### src/rtl/pm_sort_if.sv
// Handshake bundle for pm_sort_sched: metric vector in, sorted vector out.
// master drives vectors and consumes results; slave is the sorter.
interface pm_sort_if #(
  parameter int PM_WIDTH  = 8,
  parameter int LIST_SIZE = 8,
  parameter int IDX_WIDTH = 3
) ();
  logic                           in_valid;
  logic                           in_ready;
  logic [LIST_SIZE*PM_WIDTH-1:0]  in_pm;
  logic                           out_valid;
  logic                           out_ready;
  logic [LIST_SIZE*PM_WIDTH-1:0]  out_pm;
  logic [LIST_SIZE*IDX_WIDTH-1:0] out_idx;

  modport master (
    output in_valid, in_pm, out_ready,
    input  in_ready, out_valid, out_pm, out_idx
  );

  modport slave (
    input  in_valid, in_pm, out_ready,
    output in_ready, out_valid, out_pm, out_idx
  );
endinterface

### src/rtl/pm_sort_sched.sv
// Odd-even transposition path-metric sorter, one phase per clock, stable.
// Optional SORT_EARLY_EXIT_EN ends after a clean even/odd phase pair.
module pm_sort_sched #(
  parameter int PM_WIDTH  = 8,
  parameter int LIST_SIZE = 8,
  parameter int IDX_WIDTH = 3
) (
  input  logic     clk,
  input  logic     rst_n,
  pm_sort_if.slave bus,
  output logic     busy
);
  localparam int PW = $clog2(LIST_SIZE + 1);

  typedef enum logic [1:0] {
    IDLE,
    SORT,
    DONE
  } state_t;

  state_t               state;
  logic [PM_WIDTH-1:0]  pm      [LIST_SIZE];
  logic [IDX_WIDTH-1:0] idx     [LIST_SIZE];
  logic [PM_WIDTH-1:0]  nxt_pm  [LIST_SIZE];
  logic [IDX_WIDTH-1:0] nxt_idx [LIST_SIZE];
  logic [PW-1:0]        ph;
  logic                 last;
  logic                 in_ready_q;
  logic                 out_valid_q;
`ifdef SORT_EARLY_EXIT_EN
  logic                 any_sw;
  logic                 sw_even;
`endif

  // Every compare reads the registered slots, so one phase is parallel.
  always_comb begin
`ifdef SORT_EARLY_EXIT_EN
    any_sw = 1'b0;
`endif
    for (int i = 0; i < LIST_SIZE; i++) begin
      nxt_pm[i]  = pm[i];
      nxt_idx[i] = idx[i];
    end
    if (!ph[0]) begin
      for (int k = 0; k < LIST_SIZE; k += 2) begin
        if (pm[k] > pm[k+1]) begin
          nxt_pm[k]    = pm[k+1];
          nxt_pm[k+1]  = pm[k];
          nxt_idx[k]   = idx[k+1];
          nxt_idx[k+1] = idx[k];
`ifdef SORT_EARLY_EXIT_EN
          any_sw = 1'b1;
`endif
        end
      end
    end else begin
      for (int k = 1; k < LIST_SIZE - 1; k += 2) begin
        if (pm[k] > pm[k+1]) begin
          nxt_pm[k]    = pm[k+1];
          nxt_pm[k+1]  = pm[k];
          nxt_idx[k]   = idx[k+1];
          nxt_idx[k+1] = idx[k];
`ifdef SORT_EARLY_EXIT_EN
          any_sw = 1'b1;
`endif
        end
      end
    end
  end

`ifdef SORT_EARLY_EXIT_EN
  assign last = (ph == PW'(LIST_SIZE - 1))
             || (ph[0] && !any_sw && !sw_even);

  always_ff @(posedge clk) begin
    if (!rst_n) begin
      sw_even <= 1'b0;
    end else if (state == SORT && !ph[0]) begin
      sw_even <= any_sw;
    end
  end
`else
  assign last = (ph == PW'(LIST_SIZE - 1));
`endif

  always_ff @(posedge clk) begin
    if (!rst_n) begin
      state       <= IDLE;
      ph          <= '0;
      in_ready_q  <= 1'b1;
      out_valid_q <= 1'b0;
      busy        <= 1'b0;
      for (int i = 0; i < LIST_SIZE; i++) begin
        pm[i]  <= '0;
        idx[i] <= '0;
      end
    end else begin
      unique case (state)
        IDLE: begin
          if (bus.in_valid && in_ready_q) begin
            for (int i = 0; i < LIST_SIZE; i++) begin
              pm[i]  <= bus.in_pm[i*PM_WIDTH +: PM_WIDTH];
              idx[i] <= IDX_WIDTH'(i);
            end
            ph         <= '0;
            state      <= SORT;
            in_ready_q <= 1'b0;
            busy       <= 1'b1;
          end
        end
        SORT: begin
          for (int i = 0; i < LIST_SIZE; i++) begin
            pm[i]  <= nxt_pm[i];
            idx[i] <= nxt_idx[i];
          end
          ph <= ph + PW'(1);
          if (last) begin
            state       <= DONE;
            busy        <= 1'b0;
            out_valid_q <= 1'b1;
          end
        end
        DONE: begin
          // in_ready rises only after the result handshake, no bypass.
          if (bus.out_ready) begin
            state       <= IDLE;
            out_valid_q <= 1'b0;
            in_ready_q  <= 1'b1;
          end
        end
        default: state <= IDLE;
      endcase
    end
  end

  assign bus.in_ready  = in_ready_q;
  assign bus.out_valid = out_valid_q;

  for (genvar g = 0; g < LIST_SIZE; g++) begin : g_out
    assign bus.out_pm[g*PM_WIDTH +: PM_WIDTH]    = pm[g];
    assign bus.out_idx[g*IDX_WIDTH +: IDX_WIDTH] = idx[g];
  end
endmodule
### src/flat_wrapper.sv
// flat-port wrapper written by rule: the top's interface ports become plain ports
module pm_sort_sched_flat 
#(
  parameter int PM_WIDTH  = 8,
  parameter int LIST_SIZE = 8,
  parameter int IDX_WIDTH = 3
)
  (clk, rst_n, busy, bus_in_valid, bus_in_pm, bus_out_ready, bus_in_ready, bus_out_valid, bus_out_pm, bus_out_idx);
  pm_sort_if #(.PM_WIDTH(PM_WIDTH), .LIST_SIZE(LIST_SIZE), .IDX_WIDTH(IDX_WIDTH)) bus_i ();
  input  logic clk;
  input  logic rst_n;
  output logic busy;
  input wire logic [$bits(bus_i.in_valid)-1:0] bus_in_valid;
  input wire logic [$bits(bus_i.in_pm)-1:0] bus_in_pm;
  input wire logic [$bits(bus_i.out_ready)-1:0] bus_out_ready;
  output wire logic [$bits(bus_i.in_ready)-1:0] bus_in_ready;
  output wire logic [$bits(bus_i.out_valid)-1:0] bus_out_valid;
  output wire logic [$bits(bus_i.out_pm)-1:0] bus_out_pm;
  output wire logic [$bits(bus_i.out_idx)-1:0] bus_out_idx;
  assign bus_i.in_valid = bus_in_valid;
  assign bus_i.in_pm = bus_in_pm;
  assign bus_i.out_ready = bus_out_ready;
  assign bus_in_ready = bus_i.in_ready;
  assign bus_out_valid = bus_i.out_valid;
  assign bus_out_pm = bus_i.out_pm;
  assign bus_out_idx = bus_i.out_idx;
  pm_sort_sched #(.PM_WIDTH(PM_WIDTH), .LIST_SIZE(LIST_SIZE), .IDX_WIDTH(IDX_WIDTH)) u_core (.clk(clk), .rst_n(rst_n), .bus(bus_i), .busy(busy));
endmodule
### config.mk
export PLATFORM = sky130hd
export DESIGN_NAME = pm_sort_sched_flat
export DESIGN_NICKNAME = d
export VERILOG_FILES = /design/src/rtl/pm_sort_if.sv /design/src/rtl/pm_sort_sched.sv /design/src/flat_wrapper.sv
export SDC_FILE = /design/constraint.sdc
export NUM_CORES = 1
export LEC_CHECK = 0
export ABC_AREA = 0
export ABC_CLOCK_PERIOD_IN_PS = 5200
export CORE_ASPECT_RATIO = 1.2
export CORE_UTILIZATION = 31
export DETAILED_ROUTE_END_ITERATION = 7
export HOLD_SLACK_MARGIN = 0.08
export PLACE_DENSITY = 0.54
export SETUP_SLACK_MARGIN = 0.5
export SLEW_MARGIN = 10
export SYNTH_ARGS = -nofsm -noshare
export SYNTH_HDL_FRONTEND = slang
export SYNTH_SLANG_ARGS = --single-unit
### constraint.sdc
create_clock -name clk -period 5.2 [get_ports clk]
set_clock_uncertainty 0.2 [all_clocks]
set_input_delay 0.78 -clock clk [delete_from_list [all_inputs] [get_ports clk]]
set_output_delay 0.78 -clock clk [all_outputs]
set_load 0.01 [all_outputs]
Word-level counts from Yosys, hierarchy flattened
Memory sizes are Yosys's and may differ from the RTL's.
Index checks and enable logic that the tools add are counted.

cells by class
  $add $sub $neg = 1
  multipliers = 0
  divide/modulo/power cells = 0
  $lt $le $gt $ge = 7
  equality and inequality tests = 6
  shift-type cells = 0
  multiplexer cells = 75
  bitwise logic cells = 32
  reduce and logical (&&, ||, !) cells = 10

operator list
  cell                                                   count
  2-to-1 mux 8 bit                                       18
  2-to-1 mux 16 bit                                      7
  > comparator 8 bit                                     7
  2-to-1 mux 3 bit                                       18
  2-to-1 mux 48 bit                                      1
  2-to-1 mux 6 bit                                       7
  bitwise OR 1 bit                                       32
  2-to-1 mux 18 bit                                      1
  2-to-1 mux 1 bit                                       14
  AND reduction 3 bit                                    4
  one-hot mux 4 bit (2 select lines)                     1
  2-to-1 mux 2 bit                                       3
  one-hot mux 1 bit (2 select lines)                     3
  one-hot mux 2 bit (3 select lines)                     1
  nonzero test 2 bit                                     3
  adder 4 x 1 -> 4 bit, second input constant            1
  == test 4 x 3 -> 1 bit, second input constant          1
  2-to-1 mux 4 bit                                       1
  inequality test 2 x 1 -> 1 bit, second input constant  2
  == test 2 x 1 -> 1 bit, second input constant          1
  == test 2 bit, second input constant                   1
  logical NOT 2 bit                                      1
  inequality test 2 bit, second input constant           1
  AND reduction 2 bit                                    1
  logical AND 1 bit                                      1

storage, ports and cells
  register bits after elaboration = 9
  bits in latches = 0
  memory bits (writable) = 88
  memory bits (read-only) = 0
  output and inout port bits = 91
  word-level logic and storage cells = 138
  memories = 2

memory list
  memory      words  width  read ports  clocked after memory_dff  write ports  line                 source
  u_core.pm   8      8      8           0                         8            pm_sort_sched.sv:22  logic [PM_WIDTH-1:0] pm [LIST_SIZE];
  u_core.idx  8      3      8           0                         8            pm_sort_sched.sv:23  logic [IDX_WIDTH-1:0] idx [LIST_SIZE];

Logic depth before layout (Yosys ltp)
  word-level depth = 7
  gate-level depth with buffers = 8
  depth with buffers taken out = 8

Least setup slack after synthesis
OpenSTA, ideal clock, no wires.

  path type = register -> register
  start = memory u_core.pm[1][5] (netlist: u_core.pm[0][13])
  end = memory u_core.idx[1][0] (netlist: u_core.idx[0][3]), enable pin
  setup time = 0.383 ns
  arrival time = 2.088 ns
  data required time = 4.617 ns
  slack = 2.530 ns
  cell stages (with the launch flop) = 9
  buffers on the path = 0
  cells stage by stage = edfxtp_1 -> inv_1 -> ha_1 -> nand4_1 -> nor2_1 -> a2111oi_2 -> a31oi_1 -> o21ai_0 -> a21oi_1

RTL lines
  what         line
  from (decl)  pm_sort_sched.sv:22
  to (decl)    pm_sort_sched.sv:23

==> results_dict.tcl <==
set metrics [dict create \
    pre_cts_slack_ns 1.32 \
    clk_path_buf_depth 2 \
    finalHoldViolCount 0 \
    grt_overflow_total 0 \
    yosys_warnings 0 \
    ys_types 48 \
    fin_nets 886 \
    cts-resized-gates 0 \
    routed_wl_um 19200 \
    drv_cap 0 \
    synth_seq_area_share_pct 44.5 \
    yosys_register_bits 97 \
    vias_per_cell 5.05 \
    reg2reg_depth 5 \
    tightest_slew_ns 0.990 \
    syn_area_per_cell_um2 10.0 \
    diodes 0 \
    vias 5187 \
    wl_per_cell_um 18.7 \
    syn_area_um2 6270 \
    grt_max_degree 59 \
    netlist.area_leader.share_pct 40.7 \
    cpPeakStageDelay_ns 0.82 \
    synth.top_cells.by_area "edfxtp_1 41%, ha_1 11%, mux2i_1 9.4%, o21ai_0 4.6%, nand2_1 4.3%" \
    die-area_um2 20800 \
    rows 56 \
    synth_nets 749 \
    clk_pin_slew_ns 0.07 \
    synthTopCellsByCount "85 x edfxtp_1, 72 x nand2_1, 60 x inv_1" \
    hp-class "reg -> reg" \
    cts_hold_buf 0 \
    critPathSlowestCell "a21boi_1" \
    core-area_um2 19700 \
    gp_congestion 0.822 \
    synth_top_area_cell "edfxtp_1" \
    rsz0062_at_grt "no" \
    p_total_w 0.00275 \
    synthCells 624 \
    synth_edf_count 85 \
    ioPinCount 159 \
    cts_root_buf "clkbuf_16" \
    power.density_nw_per_um2 332 \
    synthArstFlopShare_pct 0 \
    min_period_over_period_pct 66.4 \
    grt_pass1_vias 5245 \
    crit_type "in -> reg" \
    run_status "finished clean" \
    post_cts_buffers 0 \
    cp.depth 7 \
    n_fill_cell 1934 \
    dpl_cell_area_um2 7990 \
    worst_setup_path_end_kind "flip-flop" \
    max_freq_mhz 289 \
    leakage_nw 3.11 \
    dr.pass1.iters 4 \
    final_cell_area_um2 8280 \
    cts.sinks 97 \
    critPathBufInv 2 \
    ir_drop_mv 0.178 \
    crit_required_ns 4.97 \
    die_h_um 158 \
    drc 0 \
    dp_hpwl_um 14500 \
    layout-drive-gt1-share_pct 7.57 \
    startpoint_type "primary input" \
    fp.dieW_um 132 \
    fin_util_pct 42.1 \
    numCtsBuffers 9 \
    hold_depth 1 \
    crit_top_cell "nor3_2" \
    yosysMostFrequentCell "edfxtp_1" \
    final_max_slew_viol_count 0 \
    grt_usage_pct 18.7 \
    start_util_pct 31.8 \
    final.setup.worst_slack_ns 1.75 \
    crit_family "buffers and inverters" \
    ys_dominant_reg_cell "edfxtp_1" \
    critPathMaxFanout 30 \
    path_cells "clkdlybuf4s50_1 -> inv_2 -> nor2_8 -> nand2_4 -> nor3_2 -> nor3_2 -> a21boi_1" \
    finalSetupTns_ns 0 \
    detail-route-antenna-nets 0 \
    antenna_found_initial 0 \
    min_period_ns 3.45 \
    cts_tree "built" \
    port_buffers 158 \
    relSlewSlack_pct 33.8 \
    setup_viol 0 \
    worstPathArrival_ns 3.22 \
    first_iter_violations 304 \
    area_delta_synth_final_pct 32.1 \
    clock_latency_ns 0.35 \
    grt_pass1_wl_um 29500 \
    cts_max_level 3 \
]
[power by group]
part	internal [W]	switching, W	total (W)
clock	0.000371	0.000295	0.000666
sequential	0.000998	0.000185	0.00118
combinational	0.000452	0.000450	0.000903
total	0.00182	0.000930	0.00275
[worst register-to-register path, cell delays in order, from the launching register on]
cell and delay, ns:
dfxtp_1 0.48, and2b_1 0.54, nand2_2 0.30, buf_4 0.60
o211ai_2 0.26, inv_1 0.34
[logic make-up (layout without fill, tap and decap cells)]
logic type                 after synthesis  count (layout)  share of synthesized area [%]
buffers and inverters                   97             239                           7.18
muxes                                   59              59                           9.42
adders and majority gates               57              57                           11.4
and+or+nand+nor                        162             162                           13.0
AOI/OAI and AO/OA                      152             152                           14.4
DFF                                     97              97                           44.5
[final timing paths]
| path | startpoint | endpoint | slack [ns] |
|---|---|---|---|
| worst min-delay path | u_core.ph[3] | u_core.ph[3] | 0.26 |
| worst min register to register | u_core.ph[3] | u_core.ph[3] | 0.26 |
| worst max register to register | u_core.state[1] | u_core.pm[0][0] | 2.16 |
| worst max-delay path | rst_n | u_core.pm[0][51] | 1.75 |
[per-stage QoR]
step / instances / hold slack [ns]
after detailed placement: 1011 / 0.248
after global placement: 1011 / 0.244
after CTS: 1027 / 0.258
final: 1027 / 0.259
after global routing: 1027 / 0.313
after floorplan: 624 / 0.222
[layer usage]
layer / global-route usage, % / vias to the layer above / part of all wire (%)
met1: 23.6 / 2494 / 45
li1: - / 2495 / -
met5: 0 / - / 0
met2: 32.5 / 172 / 49
met4: 6.92 / 0 / 2.0
met3: 2.82 / 26 / 4.2
[cells in the final DEF, fill, tap and decap left out, types with 13 or more instances in the layout]
cell,n
o21ai_0,58
o211ai_1,13
inv_1,60
mux2i_1,59
a21oi_1,45
clkdlybuf4s50_1,158
nor2_1,36
edfxtp_1,85
nand2_1,71
ha_1,57
[area by class of cell]
type,count,area (µm²),share of cell area [%]
multi-input combinational,430,3040,36.7
inverter,61,229,2.77
clock buffer,12,236,2.86
timing repair buffer,162,1610,19.5
clock inverter,4,43.8,0.529
tap,261,327,3.94
sequential,97,2800,33.8
[sequential cells by signal (all words and copies together), names as in the netlist]
name and cells:
u_core.pm 64, u_core.idx 24, u_core.ph 4, u_core.state 2
u_core.bus.in_ready 1, u_core.bus.out_valid 1, u_core.busy 1
(Power assumes the default switching activity.)
